### src/rtl/mem_access_pkg.sv
// Shared types for the load/store sequencer: access size, FSM states, data width,
// and helpers for size normalisation and alignment checking.
package mem_access_pkg;

  localparam int WIDTH = 32;

  typedef enum logic [1:0] {
    SIZE_WORD = 2'b00,
    SIZE_HALF = 2'b01,
    SIZE_BYTE = 2'b10
  } size_t;

  typedef enum logic [2:0] {
    ST_IDLE,
    ST_RD1,
    ST_RD2,
    ST_WR,
    ST_DONE
  } state_t;

  // Encoding 2'b11 is folded onto word so downstream logic sees only three sizes.
  function automatic size_t norm_size(input logic [1:0] raw);
    case (raw)
      2'b01:   return SIZE_HALF;
      2'b10:   return SIZE_BYTE;
      default: return SIZE_WORD;
    endcase
  endfunction

  function automatic logic misaligned(input size_t size, input logic [1:0] lane);
    return ((size == SIZE_WORD) && (lane != 2'b00)) ||
           ((size == SIZE_HALF) && lane[0]);
  endfunction

endpackage

### src/rtl/mem_access_ctrl_if.sv
// Request-side and memory-side signals of the load/store sequencer, plus the
// FSM state exposed for observation.
interface mem_access_ctrl_if;
  import mem_access_pkg::*;

  // Req is a level request sampled only while the sequencer is idle; Busy is high
  // for the whole access and Done pulses for one cycle at its end. The requester
  // must drop Req in the Done cycle, otherwise a new access starts from idle.
  logic             Req;
  logic             ReqWrite;
  logic [1:0]       Size;
  logic             Unsigned;
  logic [WIDTH-1:0] ReqAddr;
  logic [WIDTH-1:0] ReqData;
  logic             Busy;
  logic             Done;
  logic             AlignErr;
  logic [WIDTH-1:0] LoadData;
  logic [WIDTH-1:0] MemAddr;
  logic             MemWr;
  logic [WIDTH-1:0] MemDataOut;
  logic [WIDTH-1:0] MemDataIn;
  state_t           state_dbg;

  modport slave (
    input  Req, ReqWrite, Size, Unsigned, ReqAddr, ReqData, MemDataIn,
    output Busy, Done, AlignErr, LoadData, MemAddr, MemWr, MemDataOut, state_dbg
  );

  modport master (
    output Req, ReqWrite, Size, Unsigned, ReqAddr, ReqData, MemDataIn,
    input  Busy, Done, AlignErr, LoadData, MemAddr, MemWr, MemDataOut, state_dbg
  );

endinterface

### src/rtl/mem_lane_unit.sv
// Combinational lane logic: merges store data into a word for sub-word stores
// and extracts/extends the addressed lane of a read word for loads.
module mem_lane_unit
  import mem_access_pkg::*;
(
  input  size_t            size,
  input  logic [1:0]       lane,
  input  logic             is_unsigned,
  input  logic [WIDTH-1:0] old_word,
  input  logic [WIDTH-1:0] wr_data,
  input  logic [WIDTH-1:0] rd_word,
  output logic [WIDTH-1:0] merged,
  output logic [WIDTH-1:0] extracted
);

  logic [7:0]  byte_v;
  logic [15:0] half_v;

  // Little-endian lanes: byte k at [8k+7:8k], half h = lane[1] at [16h+15:16h].
  assign byte_v = rd_word[{lane, 3'b000} +: 8];
  assign half_v = rd_word[{lane[1], 4'b0000} +: 16];

  always_comb begin
    merged    = old_word;
    extracted = rd_word;
    case (size)
      SIZE_BYTE: begin
        merged[{lane, 3'b000} +: 8] = wr_data[7:0];
        extracted = {{24{~is_unsigned & byte_v[7]}}, byte_v};
      end
      SIZE_HALF: begin
        merged[{lane[1], 4'b0000} +: 16] = wr_data[15:0];
        extracted = {{16{~is_unsigned & half_v[15]}}, half_v};
      end
      default: begin
        merged    = wr_data;
        extracted = rd_word;
      end
    endcase
  end

endmodule

### src/rtl/mem_access_ctrl.sv
// Load/store sequencer between the multicycle control unit and a single-port word
// memory. Define MEM_ACCESS_ALIGN_CHECK_EN to enable misalignment detection.
module mem_access_ctrl
  import mem_access_pkg::*;
(
  input logic         Clk,
  input logic         Reset,
  mem_access_ctrl_if.slave bus
);

  state_t           state, state_n;
  logic             write_q;
  logic             uns_q;
  size_t            size_q;
  size_t            size_in;
  logic [WIDTH-1:0] addr_q;
  logic [WIDTH-1:0] data_q;
  logic [WIDTH-1:0] word_q;
  logic [WIDTH-1:0] load_q;
  logic [WIDTH-1:0] merged;
  logic [WIDTH-1:0] extracted;

  assign size_in = norm_size(bus.Size);

`ifdef MEM_ACCESS_ALIGN_CHECK_EN
  logic err_q;
  logic align_bad;
  assign align_bad = misaligned(size_in, bus.ReqAddr[1:0]);
`endif

  mem_lane_unit u_lane (
    .size        (size_q),
    .lane        (addr_q[1:0]),
    .is_unsigned (uns_q),
    .old_word    (word_q),
    .wr_data     (data_q),
    .rd_word     (bus.MemDataIn),
    .merged      (merged),
    .extracted   (extracted)
  );

  always_ff @(posedge Clk) begin
    if (Reset) begin
      state   <= ST_IDLE;
      write_q <= 1'b0;
      uns_q   <= 1'b0;
      size_q  <= SIZE_WORD;
      addr_q  <= '0;
      data_q  <= '0;
      word_q  <= '0;
      load_q  <= '0;
`ifdef MEM_ACCESS_ALIGN_CHECK_EN
      err_q   <= 1'b0;
`endif
    end else begin
      state <= state_n;
      if (state == ST_IDLE && bus.Req) begin
        write_q <= bus.ReqWrite;
        uns_q   <= bus.Unsigned;
        size_q  <= size_in;
        addr_q  <= bus.ReqAddr;
        data_q  <= bus.ReqData;
`ifdef MEM_ACCESS_ALIGN_CHECK_EN
        err_q   <= align_bad;
`endif
      end
      // Load result is registered on entry to DONE so it is valid alongside Done.
      if (state == ST_RD2) begin
        word_q <= bus.MemDataIn;
        if (!write_q) load_q <= extracted;
      end
    end
  end

  always_comb begin
    state_n = state;
    unique case (state)
      ST_IDLE: begin
        if (bus.Req) begin
`ifdef MEM_ACCESS_ALIGN_CHECK_EN
          if (align_bad)                                   state_n = ST_DONE;
          else if (bus.ReqWrite && size_in == SIZE_WORD)   state_n = ST_WR;
          else                                             state_n = ST_RD1;
`else
          if (bus.ReqWrite && size_in == SIZE_WORD)        state_n = ST_WR;
          else                                             state_n = ST_RD1;
`endif
        end
      end
      ST_RD1:  state_n = ST_RD2;
      ST_RD2:  state_n = write_q ? ST_WR : ST_DONE;
      ST_WR:   state_n = ST_DONE;
      ST_DONE: state_n = ST_IDLE;
      default: state_n = ST_IDLE;
    endcase
  end

  assign bus.Busy       = (state != ST_IDLE);
  assign bus.Done       = (state == ST_DONE);
  assign bus.MemWr      = (state == ST_WR);
  assign bus.MemAddr    = {addr_q[WIDTH-1:2], 2'b00};
  assign bus.MemDataOut = merged;
  assign bus.LoadData   = load_q;
  assign bus.state_dbg  = state;
`ifdef MEM_ACCESS_ALIGN_CHECK_EN
  assign bus.AlignErr   = err_q & (state == ST_DONE);
`else
  assign bus.AlignErr   = 1'b0;
`endif

endmodule
### src/flat_wrapper.sv
// flat-port wrapper written by rule: the top's interface ports become plain ports
module mem_access_ctrl_flat import mem_access_pkg::*;
  (Clk, Reset, bus_Req, bus_ReqWrite, bus_Size, bus_Unsigned, bus_ReqAddr, bus_ReqData, bus_MemDataIn, bus_Busy, bus_Done, bus_AlignErr, bus_LoadData, bus_MemAddr, bus_MemWr, bus_MemDataOut, bus_state_dbg);
  mem_access_ctrl_if bus_i ();
  input logic Clk;
  input logic Reset;
  input wire logic [$bits(bus_i.Req)-1:0] bus_Req;
  input wire logic [$bits(bus_i.ReqWrite)-1:0] bus_ReqWrite;
  input wire logic [$bits(bus_i.Size)-1:0] bus_Size;
  input wire logic [$bits(bus_i.Unsigned)-1:0] bus_Unsigned;
  input wire logic [$bits(bus_i.ReqAddr)-1:0] bus_ReqAddr;
  input wire logic [$bits(bus_i.ReqData)-1:0] bus_ReqData;
  input wire logic [$bits(bus_i.MemDataIn)-1:0] bus_MemDataIn;
  output wire logic [$bits(bus_i.Busy)-1:0] bus_Busy;
  output wire logic [$bits(bus_i.Done)-1:0] bus_Done;
  output wire logic [$bits(bus_i.AlignErr)-1:0] bus_AlignErr;
  output wire logic [$bits(bus_i.LoadData)-1:0] bus_LoadData;
  output wire logic [$bits(bus_i.MemAddr)-1:0] bus_MemAddr;
  output wire logic [$bits(bus_i.MemWr)-1:0] bus_MemWr;
  output wire logic [$bits(bus_i.MemDataOut)-1:0] bus_MemDataOut;
  output wire logic [$bits(bus_i.state_dbg)-1:0] bus_state_dbg;
  assign bus_i.Req = bus_Req;
  assign bus_i.ReqWrite = bus_ReqWrite;
  assign bus_i.Size = bus_Size;
  assign bus_i.Unsigned = bus_Unsigned;
  assign bus_i.ReqAddr = bus_ReqAddr;
  assign bus_i.ReqData = bus_ReqData;
  assign bus_i.MemDataIn = bus_MemDataIn;
  assign bus_Busy = bus_i.Busy;
  assign bus_Done = bus_i.Done;
  assign bus_AlignErr = bus_i.AlignErr;
  assign bus_LoadData = bus_i.LoadData;
  assign bus_MemAddr = bus_i.MemAddr;
  assign bus_MemWr = bus_i.MemWr;
  assign bus_MemDataOut = bus_i.MemDataOut;
  assign bus_state_dbg = bus_i.state_dbg;
  mem_access_ctrl u_core (.Clk(Clk), .Reset(Reset), .bus(bus_i));
endmodule
### config.mk
export PLATFORM = sky130hd
export DESIGN_NAME = mem_access_ctrl_flat
export DESIGN_NICKNAME = d
export VERILOG_FILES = /design/src/rtl/mem_access_pkg.sv /design/src/rtl/mem_access_ctrl_if.sv /design/src/rtl/mem_lane_unit.sv /design/src/rtl/mem_access_ctrl.sv /design/src/flat_wrapper.sv
export SDC_FILE = /design/constraint.sdc
export NUM_CORES = 1
export LEC_CHECK = 0
export BUFFER_PORTS_ARGS = -buffer_cell sky130_fd_sc_hd__buf_4
export CAP_MARGIN = 15
export CORE_MARGIN = 2
export CORE_UTILIZATION = 25
export DETAILED_ROUTE_END_ITERATION = 8
export GPL_ROUTABILITY_DRIVEN = 0
export PLACE_DENSITY_LB_ADDON = 0.1
export SLEW_MARGIN = 20
export SYNTH_ARGS = -nofsm -noshare
export SYNTH_HDL_FRONTEND = slang
export SYNTH_SLANG_ARGS = --single-unit
### constraint.sdc
create_clock -name Clk -period 4.8 [get_ports Clk]
set_input_delay 0.24 -clock Clk [delete_from_list [all_inputs] [get_ports Clk]]
set_output_delay 0.24 -clock Clk [all_outputs]
set_load 0.1 [all_outputs]
==> results.cfg <==
[sta]
rsz_0062_raised_after_global_routing = false
final_hold_viol_count = 0
achievable-frequency_mhz = 261
final_worst_clock_skew_ns = 0.00723
timing.final.max_slew_violations = 0
slew_headroom_pct = 29.9
setup_viol = 0
finalWorstPathRequiredPeriod_ns = 3.83
tightestPinTransition_ns = 1.05
setup_tns_ns = 0
fin_crit_sh_pct = 79.8

[final_layout]
final_layout_size_suffix_gt1_share_pct = 25.6
fillers = 2908
antenna-diode-count = 0
postLayoutCellArea_sq_um = 8780
nets = 1097
syn2layout_area_growth_pct = 31.9

[clock_tree]
clock-sinks = 135
clock_insertion_delay_worst_skew_ns = 0.42
cts_repair_resize_count = 0
clkTransAtPathRegs_ns = 0.06
cts_setup_buffers = 0
cts-root-buf = clkbuf_16
max-clock-path-buffers = 2
holdBufCountCts = 0
cts_made_buffers = 17
ctsHtreeMaxLevel = 4
cts_tree = yes

[power_and_ir_drop]
vdd_ir_drop_max_v = 0.000211
power.static_leakage_nw = 3.55
clockPowerShare_pct = 37.4
power.share.switching_pct = 38.1
combinationalPowerShare_pct = 30.2
sequentialPowerShare_pct = 32.5
pwr_density_cell_nw_per_um2 = 449
switchingPower_mw = 1.50
internal_power_contribution_mw = 2.45

[drt]
top_signal_layer_used = met4
routed_wl_met2_um = 11300
drt_iter0_drcs = 481
drt_drc_violations_left = 8
routedLengthMet1_um = 11500
vias_per_cell = 4.76
drt.antenna.violating_nets = 0
drt_first_pass_iters = 9
detailroute.via_count = 6339
met3_length_um = 1900
wirelength_um = 24900
avgRoutedWirePerCell_um = 18.7

[placement]
detailedPlacementHpwl_um = 17800
io_buffers = 202
placed_cell_area_sq_um = 8130

[grt]
grt_antenna_before_repair = 0
vias_in_the_first_global_route = 6212
grt-ovfl-total = 0
grt_max_degree = 96
grt_first_pass_wirelength_um = 37700
track_usage_pct = 17.6

[setup_path]
slowest_delay_ns = 0.79
crit_type = flop to output pin
cp_num_cells = 7
worstPathBufferInverterCount = 3
worst_path_dominant_cell_family = simple AND/OR/NAND/NOR gates
critical_path_s_slowest_cell = dfxtp_1
path_common_cell = inv_1
worst_ep_required_time_ns = 4.56
cp_data_arrival_time_ns = 3.59
r2r_setup_slack_ns = 2.14
timing.critical_path.from_type = flop
end_kind = output pin
timing.critical_path.cells = inv_1, ha_1, or3b_2, nor3_2, a222oi_1, inv_1, buf_4
largest_fanout_on_the_critical_path = 19
worst-r2r-cell-count = 8

[floorplanning]
core_sq_um = 26100
die_h_um = 167
floorplan.io_pins = 206
initial_utilization_pct = 25.5
die_x_um = 167
floorplan.die_area_sq_um = 28000
floorplan.rows = 59

[logic_synthesis]
synth_unique_cells = 48
synth-seq-cells = 135
syn-instance-count = 854
average_footprint_of_a_synthesized_cell_sq_um = 7.80
synth_area_sq_um = 6660
synth-seq-area-share_pct = 40.6
synthesis.yosys.warnings = 0

[status]
run_status = complete, but fails checks
failed_checks = design-rule violations

[job]
cap_violations = 0

[min_path]
hold_path.class = input pin to flop
hold_path_stages = 2
through the flow:
step	instances	power (mW)	utilization, %	hold slack (ns)	setup WS [ns]
finish	1333	3.95	33.6	0.0423	0.971
global placement	1301	2.51	31.1	0.444	1.47
global route	1333	4.11	33.6	0.0293	0.743
detailed placement	1301	2.51	31.1	0.447	1.47
floorplan	856	2.21	-	0.357	1.01
CTS	1333	3.99	33.6	0.0248	1.00
cells in the final DEF (no fill, tap or decap), types with 3 or more instances in the layout:
cell / Yosys / routed
nand2b_1: 4 / 4
conb_1: 1 / 3
clkbuf_16: 0 / 17
a222oi_1: 12 / 12
dfxtp_1: 135 / 135
o21ai_0: 24 / 23
nand3b_1: 16 / 16
nor3_1: 3 / 3
a221oi_1: 7 / 7
mux4_1: 3 / 3
ha_1: 9 / 9
a211oi_1: 23 / 23
o21bai_1: 5 / 5
a32o_1: 8 / 8
o41ai_1: 7 / 7
nor2_1: 29 / 29
o22ai_1: 8 / 8
inv_1: 42 / 42
bufinv_16: 0 / 5
o2bb2ai_1: 4 / 4
buf_4: 34 / 212
clkinvlp_4: 0 / 3
mux2i_1: 21 / 21
nand2_1: 220 / 219
a21oi_1: 138 / 138
a22o_1: 8 / 8
area by class of cell:
class | count | area [sq um] | area share [%]
multi-input combinational | 576 | 3250 | 37.0
clock buffer | 21 | 460 | 5.24
inverter | 43 | 161 | 1.84
tap | 335 | 419 | 4.77
sequential | 135 | 2700 | 30.8
clock inverter | 11 | 195 | 2.22
timing repair buffer | 212 | 1590 | 18.1
power by group through the flow:
| stage | sequential [mW] | combinational [mW] | clock, mW |
|---|---|---|---|
| 2_1_floorplan | 1.44 | 0.768 | 0 |
| 3_3_place_gp | 1.31 | 1.20 | 0 |
| 3_5_place_dp | 1.31 | 1.20 | 0 |
| 4_1_cts | 1.28 | 1.20 | 1.51 |
| 5_1_grt | 1.29 | 1.26 | 1.56 |
| 6_report | 1.28 | 1.19 | 1.47 |
state kept, by name, indices dropped and copies added (netlist names):
register	cells
u_core.addr_q	32
u_core.bus.LoadData	32
u_core.bus.state_dbg	3
u_core.data_q	32
u_core.size_q	2
u_core.uns_q	1
u_core.word_q	32
u_core.write_q	1
synth_stat cells, drive strengths merged:
master | n | area [sq um]
a2111oi | 1 | 8.76
a211oi | 23 | 173
a21oi | 138 | 691
a221oi | 7 | 61.3
a222oi | 12 | 120
a22o | 8 | 70.1
a32o | 8 | 80.1
and2 | 2 | 15.0
and2b | 1 | 8.76
and3b | 3 | 27.5
buf | 59 | 398
clkbuf | 43 | 161
clkinv | 1 | 3.75
conb | 1 | 3.75
dfxtp | 135 | 2700
ha | 9 | 113
inv | 42 | 158
mux2i | 21 | 210
mux4 | 4 | 101
nand2 | 220 | 826
nand2b | 4 | 25.0
nand3 | 1 | 5.00
nand3b | 16 | 120
nor2 | 29 | 109
nor2b | 2 | 12.5
nor3 | 5 | 35.0
nor3b | 2 | 20.0
nor4 | 1 | 6.26
nor4b | 2 | 32.5
o211a | 1 | 10.0
o21ai | 26 | 141
o21bai | 5 | 37.5
o22ai | 8 | 50.1
o2bb2ai | 4 | 35.0
o32a | 1 | 10.0
o41ai | 7 | 61.3
or3b | 2 | 17.5
routing by layer:
layer / global-route usage (%) / up-vias
met5: 0 / -
met4: 3.67 / 0
met3: 5.58 / 9
met2: 27.3 / 208
met1: 23.9 / 2957
li1: - / 3165
worst paths after layout:
kind,end,start
worst min register to register,u_core.addr_q[27],u_core.addr_q[27]
worst min-delay path,u_core.bus.LoadData[5],bus_MemDataIn[5]
worst max register to register,u_core.bus.LoadData[12],u_core.size_q[0]
worst max-delay path,bus_MemDataOut[9],u_core.addr_q[0]
cells by family (layout without fill, tap and decap cells):
family | after synthesis | after routing | synth area share (%)
other cells | 1 | 3 | 0.0563
buf+inv | 145 | 287 | 10.8
flops | 135 | 135 | 40.6
simple gates | 290 | 290 | 18.9
mux | 25 | 25 | 4.68
compound gates | 249 | 249 | 23.3
fa+ha+maj | 9 | 9 | 1.69
worst reg2reg max path, cell delays in order (launching register included):
cell and delay [ns]:
dfxtp_1 0.35, inv_1 0.05, ha_1 0.79, clkinv_1 0.22, buf_4 0.25, o21ai_1 0.12, buf_4 0.30, a221oi_1 0.13
o41ai_1 0.35
No activity file was read; power rests on OpenSTA's default activity.
